File: config.mk
export PLATFORM = sky130hd
export DESIGN_NAME = bcd_counter_mux7
export DESIGN_NICKNAME = d
export VERILOG_FILES = /design/src/rtl/bcd_counter_mux7.sv
export SDC_FILE = /design/constraint.sdc
export NUM_CORES = 1
export LEC_CHECK = 0
export BUFFER_PORTS_ARGS = -buffer_cell sky130_fd_sc_hd__buf_2
export CORE_MARGIN = 3
export CORE_UTILIZATION = 45
export CTS_CLUSTER_SIZE = 25
export DETAILED_ROUTE_END_ITERATION = 6
export GPL_ROUTABILITY_DRIVEN = 0
export PLACE_DENSITY_LB_ADDON = 0.15
export RECOVER_POWER = 50
export SLEW_MARGIN = 20
export SYNTH_ARGS = -nofsm -noshare
export SYNTH_HDL_FRONTEND = slang
export SYNTH_SLANG_ARGS = --single-unit
File: constraint.sdc
create_clock -name clk -period 3.2 [get_ports clk]
set_input_delay 0 -clock clk [delete_from_list [all_inputs] [get_ports clk]]
set_output_delay 0 -clock clk [all_outputs]
set_load 0.03 [all_outputs]
File: src/rtl/bcd_counter_mux7.sv
// Multi-digit BCD up/down counter with load and wrap flag, plus a time-multiplexed
// common-anode 7-segment driver. Everything runs on clk using clock-enable ticks.
module bcd_counter_mux7 #(
    parameter int DIGITS      = 4,
    parameter int STEP_DIV    = 50000000,
    parameter int REFRESH_DIV = 50000,
    parameter int BLANK_LZ    = 1
) (
    input  logic                  clk,
    input  logic                  rst,
    input  logic                  enable,
    input  logic                  upDown,
    input  logic                  load,
    input  logic [4*DIGITS-1:0]   load_val,
    output logic [4*DIGITS-1:0]   count,
    output logic                  tc,
    output logic [6:0]            seg7,
    output logic [DIGITS-1:0]     an
);

    localparam int SW = (STEP_DIV > 1) ? $clog2(STEP_DIV) : 1;
    localparam int RW = (REFRESH_DIV > 1) ? $clog2(REFRESH_DIV) : 1;
    localparam int IW = (DIGITS > 1) ? $clog2(DIGITS) : 1;
    localparam logic [SW-1:0] STEP_LAST    = SW'(STEP_DIV - 1);
    localparam logic [RW-1:0] REFRESH_LAST = RW'(REFRESH_DIV - 1);
    localparam logic [IW-1:0] IDX_LAST     = IW'(DIGITS - 1);

    function automatic logic [6:0] seg_decode(input logic [3:0] d);
        logic [6:0] s;
        case (d)
            4'd0:    s = 7'b1000000;
            4'd1:    s = 7'b1111001;
            4'd2:    s = 7'b0100100;
            4'd3:    s = 7'b0110000;
            4'd4:    s = 7'b0011001;
            4'd5:    s = 7'b0010010;
            4'd6:    s = 7'b0000010;
            4'd7:    s = 7'b1111000;
            4'd8:    s = 7'b0000000;
            4'd9:    s = 7'b0010000;
            default: s = 7'b1111111;
        endcase
        return s;
    endfunction

    logic [SW-1:0]          step_cnt_reg;
    logic [RW-1:0]          refresh_cnt_reg;
    logic [IW-1:0]          idx_reg;
    logic [4*DIGITS-1:0]    count_reg;
    logic                   tc_reg;
    logic [DIGITS-1:0]      an_reg;
    logic [6:0]             seg7_reg;

    logic                   step_tick;
    logic                   refresh_tick;
    logic [3:0]             digit [DIGITS];
    logic [DIGITS-1:0]      dig_nine;
    logic [DIGITS-1:0]      dig_zero;
    logic [DIGITS-1:0]      upper_zero;
    logic [4*DIGITS-1:0]    inc_val;
    logic [4*DIGITS-1:0]    dec_val;
    logic [4*DIGITS-1:0]    load_clean;
    logic [DIGITS-1:0]      an_next;
    logic [6:0]             seg7_next;
    logic [3:0]             cur_digit;
    logic                   cur_blank;

    assign step_tick    = (step_cnt_reg == STEP_LAST);
    assign refresh_tick = (refresh_cnt_reg == REFRESH_LAST);

    // Carry/borrow into digit gi is the AND of the lower digits' 9/0 flags,
    // so the whole ripple resolves combinationally within one cycle.
    genvar gi;
    generate
        for (gi = 0; gi < DIGITS; gi++) begin : g_digit
            logic carry_in;
            logic borrow_in;

            assign digit[gi]    = count_reg[4*gi +: 4];
            assign dig_nine[gi] = (digit[gi] == 4'd9);
            assign dig_zero[gi] = (digit[gi] == 4'd0);

            if (gi == 0) begin : g_lsd
                assign carry_in  = 1'b1;
                assign borrow_in = 1'b1;
            end else begin : g_upper
                assign carry_in  = &dig_nine[gi-1:0];
                assign borrow_in = &dig_zero[gi-1:0];
            end

            assign upper_zero[gi] = &dig_zero[DIGITS-1:gi];

            assign inc_val[4*gi +: 4] = !carry_in ? digit[gi] :
                                        (dig_nine[gi] ? 4'd0 : digit[gi] + 4'd1);
            assign dec_val[4*gi +: 4] = !borrow_in ? digit[gi] :
                                        (dig_zero[gi] ? 4'd9 : digit[gi] - 4'd1);

            assign load_clean[4*gi +: 4] = (load_val[4*gi +: 4] > 4'd9) ? 4'd0
                                                                        : load_val[4*gi +: 4];

            assign an_next[gi] = (idx_reg != IW'(gi));
        end
    endgenerate

    assign cur_digit = digit[idx_reg];
    assign cur_blank = (BLANK_LZ != 0) && (idx_reg != '0) && upper_zero[idx_reg];
    assign seg7_next = cur_blank ? 7'b1111111 : seg_decode(cur_digit);

    always_ff @(posedge clk) begin
        if (rst) begin
            step_cnt_reg    <= '0;
            refresh_cnt_reg <= '0;
            idx_reg         <= '0;
        end else begin
            step_cnt_reg    <= step_tick ? '0 : step_cnt_reg + SW'(1);
            refresh_cnt_reg <= refresh_tick ? '0 : refresh_cnt_reg + RW'(1);
            if (refresh_tick) begin
                idx_reg <= (idx_reg == IDX_LAST) ? '0 : idx_reg + IW'(1);
            end
        end
    end

    always_ff @(posedge clk) begin
        if (rst) begin
            count_reg <= '0;
            tc_reg    <= 1'b0;
        end else if (load) begin
            count_reg <= load_clean;
            tc_reg    <= 1'b0;
        end else if (step_tick && enable) begin
            count_reg <= upDown ? inc_val : dec_val;
            tc_reg    <= upDown ? (&dig_nine) : (&dig_zero);
        end else begin
            tc_reg    <= 1'b0;
        end
    end

    // Display path is registered: it reflects idx/count from the previous edge.
    always_ff @(posedge clk) begin
        if (rst) begin
            an_reg   <= {{(DIGITS-1){1'b1}}, 1'b0};
            seg7_reg <= 7'b1000000;
        end else begin
            an_reg   <= an_next;
            seg7_reg <= seg7_next;
        end
    end

    assign count = count_reg;
    assign tc    = tc_reg;
    assign an    = an_reg;
    assign seg7  = seg7_reg;

endmodule

==> Word-level counts from Yosys, hierarchy flattened <==
Memory sizes are Yosys's and may differ from the RTL's.
Index checks and enable logic that the tools add are counted.
Widths: inputs -> output; s select.
{ "word_totals": {"inputBits": 21, "ramBits": 0, "memories": 1, "romBits": 112, "latch_bits": 0, "reg_bits": 72} }
{ "mem_list": {"columns": ["memory", "words", "word_bits", "read_ports", "rd_ports_with_merged_regs", "write_ports", "line", "source"], "rows": [
  ["(name not given)", 16, 7, 1, 0, 0, "30", "case (d)"]
]} }
{ "op_classes": {"muxes": 29, "multipliers": 0, "reduce_logical": 26, "bitwise_logic": 2, "n_lt_le_gt_ge": 6, "n_shift": 0, "addsub": 11, "eq_ne": 13, "n_div": 0} }
{ "ops": {"columns": ["op", "count"], "rows": [
  ["$mux 4", 20],
  ["$mux 16", 3],
  ["$add 26x1->26 const B", 1],
  ["$eq 26x26->1 const B", 1],
  ["$reduce_and 3->1", 6],
  ["$add 16x1->16 const B", 1],
  ["$add 4x1->4 const B", 4],
  ["$eq 16x16->1 const B", 1],
  ["$eq 4x4->1 const B", 4],
  ["$gt 4x4->1 const B", 4],
  ["$logic_not 4->1", 4],
  ["$sub 4x1->4 const B", 4],
  ["$ne 3x1->1 const B", 3],
  ["$reduce_bool 3->1", 3],
  ["$bmux 4 s2", 1],
  ["$reduce_and 4->1", 2],
  ["$mux 6", 1],
  ["$reduce_and 2->1", 3],
  ["$reduce_or 2->1", 3],
  ["$ne 2x2->1 const B", 2],
  ["$reduce_bool 2->1", 2],
  ["$ge 3x3->1 const B", 1],
  ["$lt 2x3->1 const B", 1],
  ["$not 2->3", 1],
  ["9 further kinds", 11]
]} }

==> Longest topological paths before layout <==
{ "depth": {"depth_word": 6, "ltp_mapped": 8} }

==> Least setup slack after synthesis <==
No wires, ideal clock.
{ "synth_path": {"path_type": "reg-to-reg", "from": "reg count_reg[0], in the netlist count[0]", "to": "reg seg7_reg[0], in the netlist seg7[0]", "required_time_ns": 3.080, "stages_incl_launch_ff": 7, "setup_slack_ns": 1.128, "arrival_ns": 1.953, "setup_ns": 0.120, "path_cell_list": "dfxtp_1 clkbuf_1 mux4_2 inv_1 ha_1 mux2_2 a211o_1"} }
{ "synth_between": {"elab_chain_cells": 6} }
{ "synth_lines": {"columns": ["item", "line", "source"], "rows": [
  ["from (decl)", "49", "logic [4*DIGITS-1:0] count_reg;"],
  ["from (signal assigned)", "128", "count_reg <= load_clean;"],
  ["from (signal assigned)", "131", "count_reg <= upDown ? inc_val : dec_val;"],
  ["parallel branches: the longest is 5 deep, another holds $mem_v2 16x7", null, null],
  ["$mux 6 *", "107", "assign seg7_next = cur_blank ? 7'b1111111 : seg_decode(cur_digit);"],
  ["to (signal assigned)", "145", "seg7_reg <= seg7_next;"],
  ["to (decl)", "52", "logic [6:0] seg7_reg;"]
]} }
Mark *: on every way between the ends. The select of a mux whose other input is x is not followed.
A chain may end at the register's enable or synchronous reset.

==> Final worst setup path <==
{ "layout_path": {"from": "reg step_cnt_reg[7]", "to": "reg count_reg[11], in the netlist count[11]"} }
{ "layout_between": {"elab_chain_cells": 4} }
{ "layout_lines": {"columns": ["item", "line", "source"], "rows": [
  ["from (decl)", "46", "logic [SW-1:0] step_cnt_reg;"],
  ["from (signal assigned)", "115", "step_cnt_reg <= step_tick ? '0 : step_cnt_reg + SW'(1);"],
  ["$eq 26x26->1", "68", "assign step_tick = (step_cnt_reg == STEP_LAST);"],
  ["$logic_and 1x1->1", "130", "end else if (step_tick && enable) begin"],
  ["$reduce_bool 2->1 (no line)", null, null],
  ["$reduce_and 3->1 (no line)", null, null]
]} }
Every way passes these cells.

==> impl_results.md <==
- Status: finished, final reports clean
- Area share of the leading cell type in the synthesized netlist: 0.339
- Clock latency at the later pin of the worst-skew pair: 0.36 ns
- Fraction of layout cells with a size suffix above 1: 0.104
- Peak VDD IR: 0.000282 V
- Vias per inst: 5.69
- Most common cell after layout, fill and taps aside: nor2_1
- DRC viols: 0
- Min-delay worst type: in -> reg
- Number of port buffers: 48
- Vias: 3802
- Starting Density: 0.477
- First-pass GRT wire length: 16.9 mm
- Clock Pin Slew Worst Setup and Hold Paths: 0.09 ns
- PD cells: 446 mW/mm2
- Slew Viols, Final: 0
- Syn_area_per_cell: 8.19 um2
- Clock Sinks: 72
- Drt first pass iters: 4
- Initial antenna violation count: 0
- Num CTS Buffers: 9
- Reg-to-Reg End: count[11]$_SDFFE_PP0P_
- Crit path capture type: flop
- DR iter-0 viols: 144
- Final hold vios: 0
- Row count: 34
- Library cells used by synthesis: 63
- YS warnings: 0
- Post-synth EDFFs: 0
- Hold Path Cell Cnt: 4
- Vias in the first global route: 3595
- Min-delay src: load_val[5]
- Worst Tran Pin Value: 1.18 ns
- Wirelength per Cell: 15.0 um
- Total GRT Usage: 0.199
- Post-synthesis sequential area ratio: 0.339
- Final wirelength: 10.1 mm
- Critical Path RT: 3.46 ns
- R2R depth: 5
- Leak pwr: 1.65 nW
- Setup tns final: 0 ns
- Mapped Nets: 552
- Core Region: 0.00893 mm2
- Maxcap violations: 0
- Placed insts: 644
- Peak Freq: 359 MHz
- Nets: 587
- Critical Path Fanout Max: 7
- Worst Setup Start Kind: flop
- Synth async-reset ratio: 0
- Leading cell types in the layout, fill and taps excluded: 73 x nor2_1, 72 x dfxtp_1, 42 x nand2_1, 30 x xnor2_1, 28 x clkbuf_1
- Hold Path Sink: count[4]$_SDFFE_PP0P_
- CP Class: reg -> reg
- Hold Slack: 0.0118 ns
- Post-route ant nets: 0
- Die Outline Area: 0.0107 mm2
- Largest register FFs: 26
- Chip height: 103 um
- Io pins: 49
- Synthesized cell area: 0.00426 mm2
- FF-to-FF setup slack: 0.41 ns
- Max Root-Sink Buffers: 2
- Unrepaired setup endpoints after global routing: false
- Synth area leader: dfxtp_1
- Antenna Diode Count: 0
- Area grow syn2layout: 11.9%
- Grt total ovfl: 0
- Clock Skew: 0.0206 ns
- Final Cycle Share: 0.871
- Area contributors post-synth: dfxtp_1 34%, nor2_1 6.4%, xnor2_1 6.2%
- Design area: 0.00476 mm2
- HPWL after DPL: 7.03 mm
- TritonCTS clock tree: done
- Synth Instances: 520
- Root buffer cell: clkbuf_8
- Worst path arrival time: 3.04 ns
- Min Tclk post-route: 2.79 ns
- Area after DPL: 0.00449 mm2
- # setup viols final: 0
- Reg-to-reg startpoint: step_cnt_reg[7]$_SDFF_PP0_
- Post-CTS sizing: 0
- Seq cells post-synth: 72
- Final Non-Filler Cells: 668
- Chip Width: 103 um
- Largest net degree at the start of global routing: 38
- Max-slew headroom: 0.204
- Main flop type after synthesis: dfxtp_1
- Fin util: 0.533
- H-tree depth: 3
[cell families (layout without fill, tap and decap cells)]
logic type	after synthesis	after routing	share of synthesized area
flip-flops	72	72	0.339
XOR/XNOR	45	45	0.0926
buffers and inverters	54	94	0.0547
multiplexers	15	15	0.0479
AO/OA/AOI/OAI	92	92	0.148
adder cells (fa/ha/maj)	11	11	0.0323
AND/OR/NAND/NOR	231	231	0.286
[layer usage]
layer	share of wire	GRT usage	routed length, um	vias up
li1	-	-	-	1928
met1	0.49	0.265	4880	1762
met2	0.45	0.308	4500	102
met3	0.052	0.0483	518	10
met4	0.015	0.0817	147	0
met5	0	0	0	-
[cells in the mapped netlist, types with 8 or more instances]
master and count:
nor2b_1 8, nor2_1 73, ha_1 11, inv_1 19, xor2_1 15, nor4_1 11
clkbuf_1 24, dfxtp_1 72, a21oi_1 17, o21ai_0 24, nand2_1 42, nand4_1 17
nor3_1 15, mux2i_1 8, xnor2_1 30, nand3_1 18
[repair_timing]
action,in CTS,in global routing
hold buffers,8,0
setup buffers,0,0
hold endpoints to repair,6,0
endpoints found under the setup margin,0,0
[worst max-delay path, cell delays in order, from the launching register on]
cell	delay (ns)
dfxtp_1	0.37
or4_1	0.56
nor4_1	0.91
nand4_1	0.30
nand2_1	0.22
mux2_2	0.34
[report_power, final]
| part | internal (W) | switching (W) |
|---|---|---|
| Sequential | 0.000920 | 0.0000509 |
| Clock | 0.000528 | 0.000378 |
| Combinational | 0.0000981 | 0.000152 |
[final cells by class]
cell class	count	area [um2]
Clock buffer	9	124
Clock inverter	7	125
Fill cell	892	4170
Inverter	20	75.1
Multi-Input combinational cell	394	2560
Sequential cell	72	1440
Tap cell	108	135
Timing Repair Buffer	58	300
[metrics by stage]
step                setup slack, ns  total power, W
CTS                           0.509         0.00216
global route                  0.191         0.00223
finish                        0.413         0.00213
floorplan                      1.13         0.00117
global placement               1.03         0.00123
detailed placement            0.946         0.00124
[how the worst max path moves through the flow]
stage / to / start / cells past startpoint / slack (ns)
after floorplan: seg7[0]$_SDFF_PP0_ / count[0]$_SDFFE_PP0P_ / 6 / 1.13
after global placement: tc$_SDFF_PP0_ / count[8]$_SDFFE_PP0P_ / 5 / 1.03
after detailed placement: tc$_SDFF_PP0_ / count[8]$_SDFFE_PP0P_ / 5 / 0.95
after CTS: count[6]$_SDFFE_PP0P_ / step_cnt_reg[0]$_SDFF_PP0_ / 7 / 0.51
after global routing: count[11]$_SDFFE_PP0P_ / step_cnt_reg[7]$_SDFF_PP0_ / 5 / 0.19
final: count[11]$_SDFFE_PP0P_ / step_cnt_reg[7]$_SDFF_PP0_ / 5 / 0.41
No activity file was read; power rests on OpenSTA's default activity.
